[src/rtl/pwm_fade_sequencer.sv]
// rtl/pwm_fade_sequencer.sv - beat-aligned LED fade sequencer with shadowed PWM output
module pwm_fade_sequencer #(
    parameter int PWM_WIDTH  = 8,
    parameter int STEP       = 4,
    parameter int HOLD_BEATS = 2
) (
    input  logic                 i_clk,
    input  logic                 i_rst,
    input  logic                 i_tick_stb,
    input  logic                 i_beat_stb,
    input  logic                 i_enable,
    output logic                 o_pwm,
    output logic [PWM_WIDTH-1:0] o_duty,
    output logic [1:0]           o_state,
    output logic                 o_cycle_done
);

    localparam logic [1:0] S_IDLE = 2'd0;
    localparam logic [1:0] S_RISE = 2'd1;
    localparam logic [1:0] S_HOLD = 2'd2;
    localparam logic [1:0] S_FALL = 2'd3;

    localparam logic [PWM_WIDTH-1:0] MAX    = '1;
    localparam logic [PWM_WIDTH:0]   STEP_X = (PWM_WIDTH+1)'(STEP);
    localparam int                   HW     = $clog2(HOLD_BEATS + 1);
    localparam logic [HW-1:0]        HOLD_LAST = HW'(HOLD_BEATS - 1);

    logic [1:0]           state_q, state_d;
    logic [PWM_WIDTH-1:0] duty_q, duty_d;
    logic [PWM_WIDTH-1:0] active_q, active_d;
    logic [PWM_WIDTH-1:0] cnt_q;
    logic [HW-1:0]        hold_q, hold_d;
    logic                 pwm_q, done_q, done_d;

    logic [PWM_WIDTH:0]   sum_x, diff_x;
    logic [PWM_WIDTH-1:0] rise_duty, fall_duty;

    // Arithmetic carries one extra bit so saturation is detected, never wrapped.
    always_comb begin
        sum_x     = {1'b0, duty_q} + STEP_X;
        diff_x    = {1'b0, duty_q} - STEP_X;
        rise_duty = (sum_x > {1'b0, MAX}) ? MAX : sum_x[PWM_WIDTH-1:0];
        fall_duty = ({1'b0, duty_q} > STEP_X) ? diff_x[PWM_WIDTH-1:0] : '0;
    end

    always_comb begin
        state_d = state_q;
        duty_d  = duty_q;
        hold_d  = hold_q;
        done_d  = 1'b0;
        case (state_q)
            S_IDLE: begin
                duty_d = '0;
                if (i_beat_stb && i_enable) state_d = S_RISE;
            end
            S_RISE: begin
                if (!i_enable) begin
                    state_d = S_FALL;
                end else if (i_tick_stb) begin
                    duty_d = rise_duty;
                    if (rise_duty == MAX) begin
                        state_d = S_HOLD;
                        hold_d  = '0;
                    end
                end
            end
            S_HOLD: begin
                duty_d = MAX;
                if (!i_enable) begin
                    state_d = S_FALL;
                end else if (i_beat_stb) begin
                    if (hold_q == HOLD_LAST) state_d = S_FALL;
                    else                     hold_d  = hold_q + 1'b1;
                end
            end
            default: begin
                if (i_tick_stb) begin
                    duty_d = fall_duty;
                    if (fall_duty == '0) begin
                        state_d = S_IDLE;
                        done_d  = 1'b1;
                    end
                end
            end
        endcase
    end

    // Shadow captures the pre-edge sequencer duty, so a coincident tick lands next period.
    always_comb begin
        active_d = active_q;
        if (cnt_q == MAX) active_d = duty_q;
    end

    always_ff @(posedge i_clk or posedge i_rst) begin
        if (i_rst) begin
            state_q  <= S_IDLE;
            duty_q   <= '0;
            active_q <= '0;
            cnt_q    <= '0;
            hold_q   <= '0;
            pwm_q    <= 1'b0;
            done_q   <= 1'b0;
        end else begin
            state_q  <= state_d;
            duty_q   <= duty_d;
            active_q <= active_d;
            cnt_q    <= cnt_q + 1'b1;
            hold_q   <= hold_d;
            pwm_q    <= (cnt_q < active_q);
            done_q   <= done_d;
        end
    end

    assign o_pwm        = pwm_q;
    assign o_duty       = duty_q;
    assign o_state      = state_q;
    assign o_cycle_done = done_q;

endmodule

[config.mk]
export PLATFORM = sky130hd
export DESIGN_NAME = pwm_fade_sequencer
export DESIGN_NICKNAME = d
export VERILOG_FILES = /design/src/rtl/pwm_fade_sequencer.sv
export SDC_FILE = /design/constraint.sdc
export NUM_CORES = 1
export LEC_CHECK = 0
export ABC_CLOCK_PERIOD_IN_PS = 2500
export BUFFER_PORTS_ARGS = -buffer_cell sky130_fd_sc_hd__buf_2
export CORE_ASPECT_RATIO = 1.25
export CORE_MARGIN = 3
export CORE_UTILIZATION = 30
export DETAILED_ROUTE_END_ITERATION = 12
export HOLD_SLACK_MARGIN = 0.08
export RECOVER_POWER = 50
export SLEW_MARGIN = 15
export SYNTH_ARGS = -nofsm -noshare
export SYNTH_HDL_FRONTEND = slang
export SYNTH_SLANG_ARGS = --single-unit
export TNS_END_PERCENT = 20
[constraint.sdc]
create_clock -name i_clk -period 2.5 [get_ports i_clk]
set_input_delay 0.5 -clock i_clk [delete_from_list [all_inputs] [get_ports i_clk]]
set_output_delay 0.5 -clock i_clk [all_outputs]
set_load 0.01 [all_outputs]
==> results.md, run 1 <==
* Detailed-route wire length per cell at 13.52 um
* Worst Hold Class: reg2reg
* Failing checks: max-capacitance violations, max-slew violations
* Sequential element share of the synthesized area at between 30% and 40%
* Routed wire length at 4259 um
* CTS buffer count at 5
* Max-cap violation count at 1
* Synth unique cells at 46
* H-tree depth at 2
* Remaining antenna violation count after routing at 0
* TritonCTS clock tree: yes
* I/O Pins at 17
* DR vias at 1,590
* Root Driver: clkbuf_8
* Peak Freq at 476.0 MHz
* Row cnt at 32
* Unrepaired setup endpoints after global routing: false
* CP peak stage delay at 0.37 ns
* Crit. Startpoint: o_duty[3]
* Mapped Area at 0.001948 mm^2
* Vias in the first global route at 1,613
* Worst-Skew Late Latency at approximately 0.28 ns
* Layout area overhead at 12.27%
* Period utilisation layout at 84.03%
* Nets at 251
* Resize count post-CTS at 0
* Worst rel slew slack at -8.775%
* Total congestion overflow at 0
* Tot GR Track Use at 12.51%
* Clk sink count at 30
* Syn Inst Count at 214
* Vias per cell at ~5.0
* Clock transition at path regs at 0.06 ns
* Critical Path RT at 2.67 ns
* Post-route minimum period at between 2 and 2.5 ns
* Initial DRC Count at 80
* R2r endpoint: o_state[1]
* Post-CTS Setup Inserts at 0
* WP depth at 8
* Max Slew Vio Count at 31
* Core Footprint at 0.006246 mm^2
* Starting Density at between 30% and 40%
* Worst Path Arrival at ~2.3 ns
* #FFs+latches synth at 30
* Crit-path max FO at 4
* TNS Setup at 0 ns
* Worst hold slack at 0.4770 ns
* Post-Syn Area per Cell at between 9 and 10 um^2
* CP delay by family, top: simple AND/OR/NAND/NOR gates
* Most used DFF post-synth: dfrtp_1
* Initial antenna violation count at 0
* Pwr Density at between 1000 and 1500 mW/mm^2
* Syn. warnings at 0
* Final hold violation count at 0
* Die area at 0.007503 mm^2
* Fraction of layout cells with a size suffix above 1 at 14.35%
* Slowest stage cell on the critical path: dfrtp_1
* CP cell instances: inv_1 > ha_1 > nor2b_1 > nor2_4 > a31oi_1 > and2_1 > o311a_1 > mux2_1
* Antenna Cells at 0
* Leak Pwr at 0.9961 nW
* PortBufs at 16
* Critical Path Start Type: register
* WP buf/inv at 1
* Die width at 78.08 um
* Critical path capture point: o_state[1]
* Crit. End Element: register
* Worst reg-to-reg path cell count at 8
* Post-route DRC at 0
* GP Congestion at 0.8665
* Hold Buf Count CTS at 0
* Measured slew at the worst slew-check pin at 1.632 ns
* CTS Buffer Depth at 2
* Fillers at 680
* Outcome: finished with violations
* Die H at 96.10 um
* Largest net degree at the start of global routing at 31
* Setup CP Type: reg2reg
* EDFF count, synth at 0
* Global-route wire length before repair at 7389 um
* Worst reg2reg startpoint: o_duty[3]
* Endpoints failing setup at 0
* Worst Clk Skew at 0.004240 ns
* VDD IR max at 0.0006192 V
* Flop2flop setup slack at between 0.3 and 0.4 ns
* DRT Pass-1 Iters at 4
* Final HPWL DP at 3122 um
* Syn nets at roughly 240
* Async SR Flop Fraction at between 90% and 100%
final cells by class:
type	instances	area (um^2)	share of cell area (%)
clock buffer	7	86.33	3.947
clock inverter	1	5.005	0.2288
inverter	16	60.06	2.746
multi-input combinational	156	1072	49.03
sequential	30	750.7	34.32
tap	85	106.4	4.863
timing repair buffer	20	106.4	4.863
sequential cells by signal, summed over array words and instances, names as in the netlist:
signal,flops
active_q,8
cnt_q,8
hold_q,2
o_cycle_done,1
o_duty,8
o_pwm,1
o_state,2
through the flow:
step	power (W)	cells	util, %	cell area, um^2	worst slack, ns
2_1_floorplan	0.001658	214	-	1948	0.3317
3_3_place_gp	0.001932	307	33.61	2100	0.4675
3_5_place_dp	0.001944	307	33.61	2100	0.4075
4_1_cts	0.002363	315	35.08	2191	0.3875
5_1_grt	0.002536	315	35.02	2187	0.2113
6_report	0.002332	315	35.02	2187	0.3992
cell usage in the layout, fill, tap and decap left out, drive strengths merged, types with 2 or more instances in the layout:
cell type | Yosys | final
nand4 | 2 | 2
nand2 | 18 | 18
o21ai | 18 | 18
ha | 17 | 17
nand3 | 8 | 8
inv | 16 | 16
a21boi | 3 | 3
a21o | 3 | 3
a221oi | 2 | 2
nor3 | 6 | 6
dfrtp | 30 | 30
o22ai | 2 | 2
nor2b | 3 | 3
xor2 | 5 | 5
nor2 | 17 | 17
buf | 6 | 19
xnor2 | 4 | 4
o21a | 4 | 4
a21oi | 9 | 9
nor4b | 2 | 2
mux2 | 3 | 3
nor4 | 2 | 2
and3 | 5 | 5
o41ai | 2 | 2
clkbuf | 6 | 8
o31ai | 3 | 3
nand2b | 2 | 2
a31oi | 4 | 4
nand3b | 2 | 2
report_power, final:
group          internal [W]  switching, W
sequential         0.000578      0.000168
clock              0.000222      0.000186
combinational      0.000502      0.000676
total               0.00130       0.00103
logic make-up after synthesis:
| kind of cell | Yosys count | synth area share (%) |
|---|---|---|
| buffers and inverters | 28 | 6.423 |
| adder cells (fa/ha/maj) | 17 | 10.92 |
| AO/OA/AOI/OAI | 54 | 17.85 |
| multiplexers | 4 | 2.248 |
| flip-flops | 30 | 38.54 |
| AND/OR/NAND/NOR | 72 | 19.97 |
| XOR/XNOR | 9 | 4.046 |
synth_stat cells (3+ instances only):
cell	number	area share (%)
inv_1	16	3.1
clkbuf_1	6	1.2
nor3_1	4	1.0
buf_2	4	1.0
a31oi_1	4	1.3
nand2_1	18	3.5
o31ai_1	3	1.2
a21o_1	3	1.2
a21oi_1	9	2.3
o21ai_1	4	1.0
dfrtp_1	30	39
o21ai_0	14	3.6
nor2b_1	3	0.96
nor2_1	16	3.1
xor2_1	5	2.2
ha_1	17	11
and3_1	5	1.6
o21a_1	4	1.5
nand3_1	8	2.1
xnor2_1	4	1.8
per-layer routing:
layer	vias up	GRT usage [%]	share of wire [%]
met5	-	0	0
met4	0	4.956	1.5
li1	778	-	-
met3	7	2.996	4.0
met1	778	13.45	43
met2	27	23.57	51
worst min-delay path by stage:
stage          cells past startpoint         to      start
3_3_place_gp                       1   cnt_q[0]   cnt_q[0]
6_report                           1   cnt_q[0]   cnt_q[0]
5_1_grt                            1  hold_q[0]  hold_q[0]
3_5_place_dp                       1   cnt_q[0]   cnt_q[0]
2_1_floorplan                      1   cnt_q[0]   cnt_q[0]
4_1_cts                            3   cnt_q[1]      i_rst
No activity file was read; power rests on OpenSTA's default activity.
==> run 2, diff against run 1 <==
Settings changed: ABC_AREA from default to 1, ABC_CLOCK_PERIOD_IN_PS 2500 to 1800.
Clock period 2.5 ns to 1.8 ns, I/O delays scaled along.
==> run 2 against run 1 <==
The run ends with negative setup slack left. Count of clock-buffer cells in the layout is the same. Fmax rose by 17%. Largest power group unchanged. Flip-flop and latch count is the same. Global-route usage is 1.4 points higher. Cell area increased by 21%. Highest routed layer unchanged. Setup slack got worse by 0.40 ns.
==> results.md, run 2 <==
* Outcome: finished with violations
* Failing checks: negative setup slack
* Post-route minimum period at 1.803 ns
* Mapped Area at about 0.0020 mm^2
* GR peak layer: met2
* Endpoints failing setup at 1
* Setup CP Type: reg2reg
* Fraction of layout cells with a size suffix above 1 at 31.25%
* Top cells by area, synth: dfrtp_1 37%, nand2_1 13%, ha_1 10%, inv_1 6.3%, nand3_1 4.4%
* Critical Path RT at between 1.5 and 2 ns
* H-tree depth at 2
* R2r endpoint: o_state[0]
* Clk sink count at 30
* Post-Route Utilization at 41.45%
* Vias in the first global route at about 1.9k
* Initial DRC Count at 38
* Nets at 341
* Most used DFF post-synth: dfrtp_1
* Syn Inst Count at 268
* Met3 Usage GRT at 3.506%
* Detailed-route wire length per cell at around 12 um
* Worst reg2reg startpoint: o_duty[3]
* Flop2flop setup slack at -0.003 ns
* DRT Pass-1 Iters at 4
* Unrepaired setup endpoints after global routing: true
* Post-route DRC at 0
* Critical Path Start Type: register
* Placed cells at 391
* CTS Buffer Depth at 2
* Crit-path max FO at 8
* Sequential element share of the synthesized area at 36.83%
* Crit. Startpoint: o_duty[3]
* Largest net degree at the start of global routing at 31
* Worst Hold Class: in2async
* Routed wire length at 4921 um
* TritonCTS clock tree: yes
* Tot GR Track Use at 13.89%
* Crit. End Element: register
* Measured slew at the worst slew-check pin at 0.7740 ns
* Syn nets at 290
* Pwr Density at approximately 1600 mW/mm^2
* Area leader, netlist: dfrtp_1
* #FFs+latches synth at 30
* Root Driver: clkbuf_8
* Remaining antenna violation count after routing at 0
* Post-Syn Area per Cell at 7.605 um^2
* Worst Path Arrival at just under 2 ns
* Syn. warnings at 0
* Worst reg-to-reg path cell count at 13
* Leak Pwr at between 1 and 1.5 nW
* Worst Clk Skew at 0.003614 ns
* Die width at 79.73 um
* Worst-Skew Late Latency at 0.28 ns
* Clock transition at path regs at 0.06 ns
* PortBufs at 16
* DR vias at between 1.5k and 2k
* Total congestion overflow at 0
* GR met1 Demand/Resource at 16.73%
* Placed Area at between 0.002 and 0.0025 mm^2
* Peak Freq at 554.6 MHz
* Layout area overhead at 29.47%
* Core Footprint at 0.006366 mm^2
* Final HPWL DP at 3710 um
* Starting Density at about a third
* Worst setup margin at -0.003199 ns
* CTS buffer count at 5
* Commonest cells in the synthesized netlist: 71 x nand2_1, 34 x inv_1, 30 x dfrtp_1
* Most frequent cell after synthesis: nand2_1
* Synth unique cells at 31
* Async SR Flop Fraction at 100.0%
* Initial antenna violation count at 0
* Global-route wire length before repair at between 8000 and 9000 um
* Max-cap violation count at 0
* M2 GR Usage at 23.79%
* Die H at 98.16 um
* Period utilisation layout at 100.2%
* GP Congestion at 0.8898
* Max Slew Vio Count at 0
* Critical path capture point: o_state[0]
* I/O Pins at 17
* Most frequent cells in the layout: 67 x nand2_1, 32 x inv_1, 29 x buf_4
* EDFF count, synth at 0
* Post-synth top area share at roughly 37%
* Most common cell after layout, fill and taps aside: nand2_1
* VDD IR max at about 0.00087 V
* Row cnt at 32
* Die area at 0.007825 mm^2
* Final non-filler cell total at 405
* Post-Layout Inst Area at 0.002639 mm^2
* Antenna Cells at 0
* Vias per cell at 4.620
* Final hold violation count at 0
* Worst rel slew slack at 48.40%
==> run 2: cell types whose count changed after synthesis, sizes merged, moves of 4 or more <==
| cell | before | now |
|---|---|---|
| o21ai | 18 | 22 |
| nand3 | 8 | 22 |
| o21a | 4 | 0 |
| a31oi | 4 | 0 |
| nor3 | 6 | 1 |
| inv | 16 | 39 |
| and3 | 5 | 0 |
| buf | 6 | 1 |
| a21oi | 9 | 14 |
| nand2 | 18 | 80 |
| clkbuf | 6 | 2 |
==> run 2: worst min path at each step <==
stage	from	cells after the start	endpoint
after floorplan	cnt_q[0]	1	cnt_q[0]
after global placement	i_rst	3	hold_q[1]
after detailed placement	i_rst	3	hold_q[1]
after CTS	i_rst	3	cnt_q[3]
after global routing	i_rst	3	cnt_q[0]
final	i_rst	3	cnt_q[0]
==> run 2: timing repair <==
action / 4_1_cts / 5_1_grt
buffers inserted: 5 / 1
pin swaps: 11 / 8
hold buffers: 0 / 0
gates resized for setup: 19 / 8
endpoints found under the setup margin: 9 / 11
==> run 2: kinds of logic after synthesis <==
kind of cell / Yosys count / share of synthesized area [%]
simple gates: 128 / 29.47
xor+xnor: 6 / 2.578
compound gates: 45 / 12.89
fa+ha+maj: 17 / 10.44
buf+inv: 42 / 7.796
flops: 30 / 36.83
==> run 2: power breakdown <==
part | leakage (nW) | total (W) | internal, W | switching [W]
clock network | 0.0482 | 0.000563 | 0.000308 | 0.000255
logic | 0.895 | 0.00264 | 0.00111 | 0.00153
registers | 0.386 | 0.000952 | 0.000814 | 0.000138
total | 1.33 | 0.00416 | 0.00223 | 0.00193
==> run 2: stage by stage <==
step                      total power [W]   TNS (ns)  setup WS, ns  hold slack, ns
final                            0.004159  -0.003199     -0.003199          0.2874
after global routing             0.004564    -0.6785       -0.1545          0.3412
after CTS                        0.004112  -0.001598     -0.001598          0.1577
after detailed placement         0.003277    -0.3814       -0.1331          0.4669
after global placement           0.003268    -0.2509      -0.09935          0.4641
after floorplan                  0.002433          0       0.01635          0.4341
==> run 2: final cells by class <==
class	instances	area (um^2)
Clock inverter	1	5.005
Tap cell	85	106.4
Multi-Input combinational cell	196	1224
Fill cell	639	3727
Clock buffer	7	86.33
Sequential cell	30	754.5
Inverter	39	148.9
Timing Repair Buffer	47	314.1
==> run 2: layer usage <==
metal | vias to the layer above | part of all wire [%]
met1 | 872 | 44
met5 | - | 0
met2 | 26 | 51
met4 | 0 | 1.5
li1 | 967 | -
met3 | 6 | 3.4
==> run 2: worst max-delay path, cell delays in order, from the launching register on <==
cell and delay (ns):
dfrtp_2 0.47, inv_4 0.10, ha_4 0.13, nand3_2 0.06
nand2_2 0.08, nand2_4 0.10, o21ai_2 0.09, nand2_1 0.09
nor2_1 0.11, nand2_1 0.11, a21oi_4 0.17, nand2_2 0.08
nand2_1 0.06, nand2_1 0.05
==> run 3, diff against run 2 <==
Settings changed: CORE_MARGIN 3 to 5, PLACE_DENSITY from default to 0.54.
==> run 3 against run 2 <==
The flow now finishes without violations. Clock skew is 0.0076 ns higher. Largest power group unchanged. Die area is 9.3% higher. Utilization is 0.12 points lower. Largest cell class unchanged. Highest routed layer unchanged.
==> results.md, run 3 (synthesized netlist as in run 2, its figures left out) <==
* Outcome: finished clean
* Vias in the first global route at between 1.5k and 2k
* Sw frac at roughly 47%
* Root Driver: clkbuf_8
* Final HPWL DP at 3808 um
* Max Slew Vio Count at 0
* Setup CP Type: reg2reg
* Tot GR Track Use at 12.62%
* CTS buffer count at 5
* Layout area overhead at 33.95%
* Final non-filler cell total at 409
* Pint at 0.002371 W
* Global-route wire length before repair at 8714 um
* Worst rel slew slack at 47.64%
* Measured slew at the worst slew-check pin at 0.7854 ns
* Max-cap violation count at 0
* VDD IR max at ~0.00077 V
* Power, Total at about 0.0045 W
* Register area at 752.0 um^2
* Placed Area at ~0.0024 mm^2
* Most common cell after layout, fill and taps aside: nand2_1
* Final hold violation count at 0
* Clock transition at path regs at 0.07 ns
* Total congestion overflow at 0
* Worst Clk Skew at roughly 0.011 ns
* Peak Freq at between 500 and 600 MHz
* Row cnt at 33
* Slowest stage cell on the critical path: dfrtp_1
* I/O Pins at 17
* Leak Pwr at 1.370 nW
* Remaining antenna violation count after routing at 0
* CP peak stage delay at 0.43 ns
* Crit-path max FO at 4
* CTS Buffer Depth at 2
* Worst Path Arrival at 2.00 ns
* Fillers at 682
* Register share of total power at 21.2%
* DRT Pass-1 Iters at 4
* Detailed-route wire length per cell at between 10 and 15 um
* Power share of the combinational group at 65.5%
* Crit. End Element: register
* Period utilisation layout at 99.80%
* Initial antenna violation count at 0
* Die width at 83.73 um
* Critical Path RT at 2.01 ns
* Largest net degree at the start of global routing at 31
* Post-Layout Inst Area at 0.002730 mm^2
* Core Footprint at between 0.006 and 0.007 mm^2
* PortBufs at 16
* Starting Density at 30.85%
* Routed wire length at 5199 um
* Crit path top cell by count: nand2_1
* Unrepaired setup endpoints after global routing: true
* Placed cells at between 300 and 400
* Fraction of layout cells with a size suffix above 1 at roughly a third
* Initial DRC Count at between 40 and 50
* Post-route minimum period at approximately 1.8 ns
* Clk sink count at 30
* TritonCTS clock tree: yes
* CP cell instances: ha_2 > inv_2 > nand2_2 > nand2_4 > nor4_4 > buf_4 > nand3_4 > nand3_2 > nand2_1 > nand2_1 > nand2_1 > o21ai_1
* Die area at 0.008553 mm^2
* Nets at 343
* Most frequent cells in the layout: 64 x nand2_1, 30 x inv_1, 29 x dfrtp_1, 29 x buf_4, 16 x buf_2
* Multi-input gate area at ~0.0013 mm^2
* Pwr Density at 1635 mW/mm^2
* Post-route DRC at 0
* Clock power frac at 13.3%
* Critical Path Start Type: register
* Worst Hold Class: in2async
* GP Congestion at ~0.86
* Vias per cell at around 4.6
* H-tree depth at 2
* DR vias at around 1.9k
* NetSw at 0.002093 W
* Die H at 102.2 um
* Antenna Cells at 0
* Endpoints failing setup at 0
* Worst-Skew Late Latency at a little under 0.3 ns
-- run 3: cell count changes in the layout (fill, tap and decap cells not counted), moves of 3 or more --
| cell | before | now |
|---|---|---|
| o21ai_0 | 15 | 11 |
| o21ai_1 | 5 | 9 |
| inv_2 | 6 | 9 |
| nand2_1 | 67 | 64 |
| nand3_1 | 14 | 11 |
| nand3_2 | 7 | 10 |
-- run 3: what timing repair did --
action | in CTS | in global routing
hold buffers | 0 | 0
gates resized for setup | 18 | 26
pin swaps | 8 | 15
setup endpoints to repair | 9 | 12
buffers inserted | 3 | 1
-- run 3: power groups by stage --
stage | logic (W) | registers [W] | clock network (W)
floorplan | 0.00142 | 0.00101 | 0
global placement | 0.00242 | 0.000942 | 0
detailed placement | 0.00242 | 0.000943 | 0
CTS | 0.00265 | 0.000937 | 0.000602
global route | 0.00323 | 0.000968 | 0.000637
finish | 0.00293 | 0.000945 | 0.000594
-- run 3: stage by stage --
| step | hold slack [ns] | utilization [%] | setup slack, ns | TNS, ns |
|---|---|---|---|---|
| after floorplan | 0.4341 | - | 0.01635 | 0 |
| after global placement | 0.4555 | 36.82 | -0.09642 | -0.2744 |
| after detailed placement | 0.4550 | 36.82 | -0.07577 | -0.3321 |
| after CTS | 0.1552 | 39.87 | -0.01123 | -0.04324 |
| after global routing | 0.3492 | 41.33 | -0.1330 | -0.9459 |
| final | 0.2857 | 41.33 | 0.003546 | 0 |
-- run 3: layer usage --
metal	vias to the layer above	global-route usage [%]	part of all wire [%]
met2	31	22.78	52
met3	12	2.903	3.2
met1	889	14.63	42
li1	967	-	-
met5	-	0	0
met4	0	4.703	2.4
-- run 3: area by class of cell --
class                           instances  area share [%]
Clock buffer                            6           3.025
Tap cell                               87           3.987
Timing Repair Buffer                   49           12.33
Sequential cell                        30           27.54
Multi-Input combinational cell        196           47.30
Clock inverter                          2          0.4583
Inverter                               39           5.362
-- run 3: worst max-delay path, delay by kind of cell (launching register included) --
family	cells	cell delay [ns]
AOI/OAI and AO/OA	1	0.10
adders and majority gates	1	0.26
buffers and inverters	2	0.22
DFF	1	0.43
and+or+nand+nor	8	0.72
-- run 3: worst paths after layout --
kind / startpoint / end / slack, ns / cells after the start
max: o_duty[2] / o_duty[4] / 0.004 / 12
min: i_rst / cnt_q[3] / 0.29 / 3
max in group asynchronous: i_rst / o_duty[4] / 0.98 / 3
max reg2reg: o_duty[2] / o_duty[4] / 0.004 / 12
min reg2reg: cnt_q[0] / cnt_q[0] / 0.47 / 1
min in group i_clk: i_tick_stb / o_cycle_done / 0.34 / 3
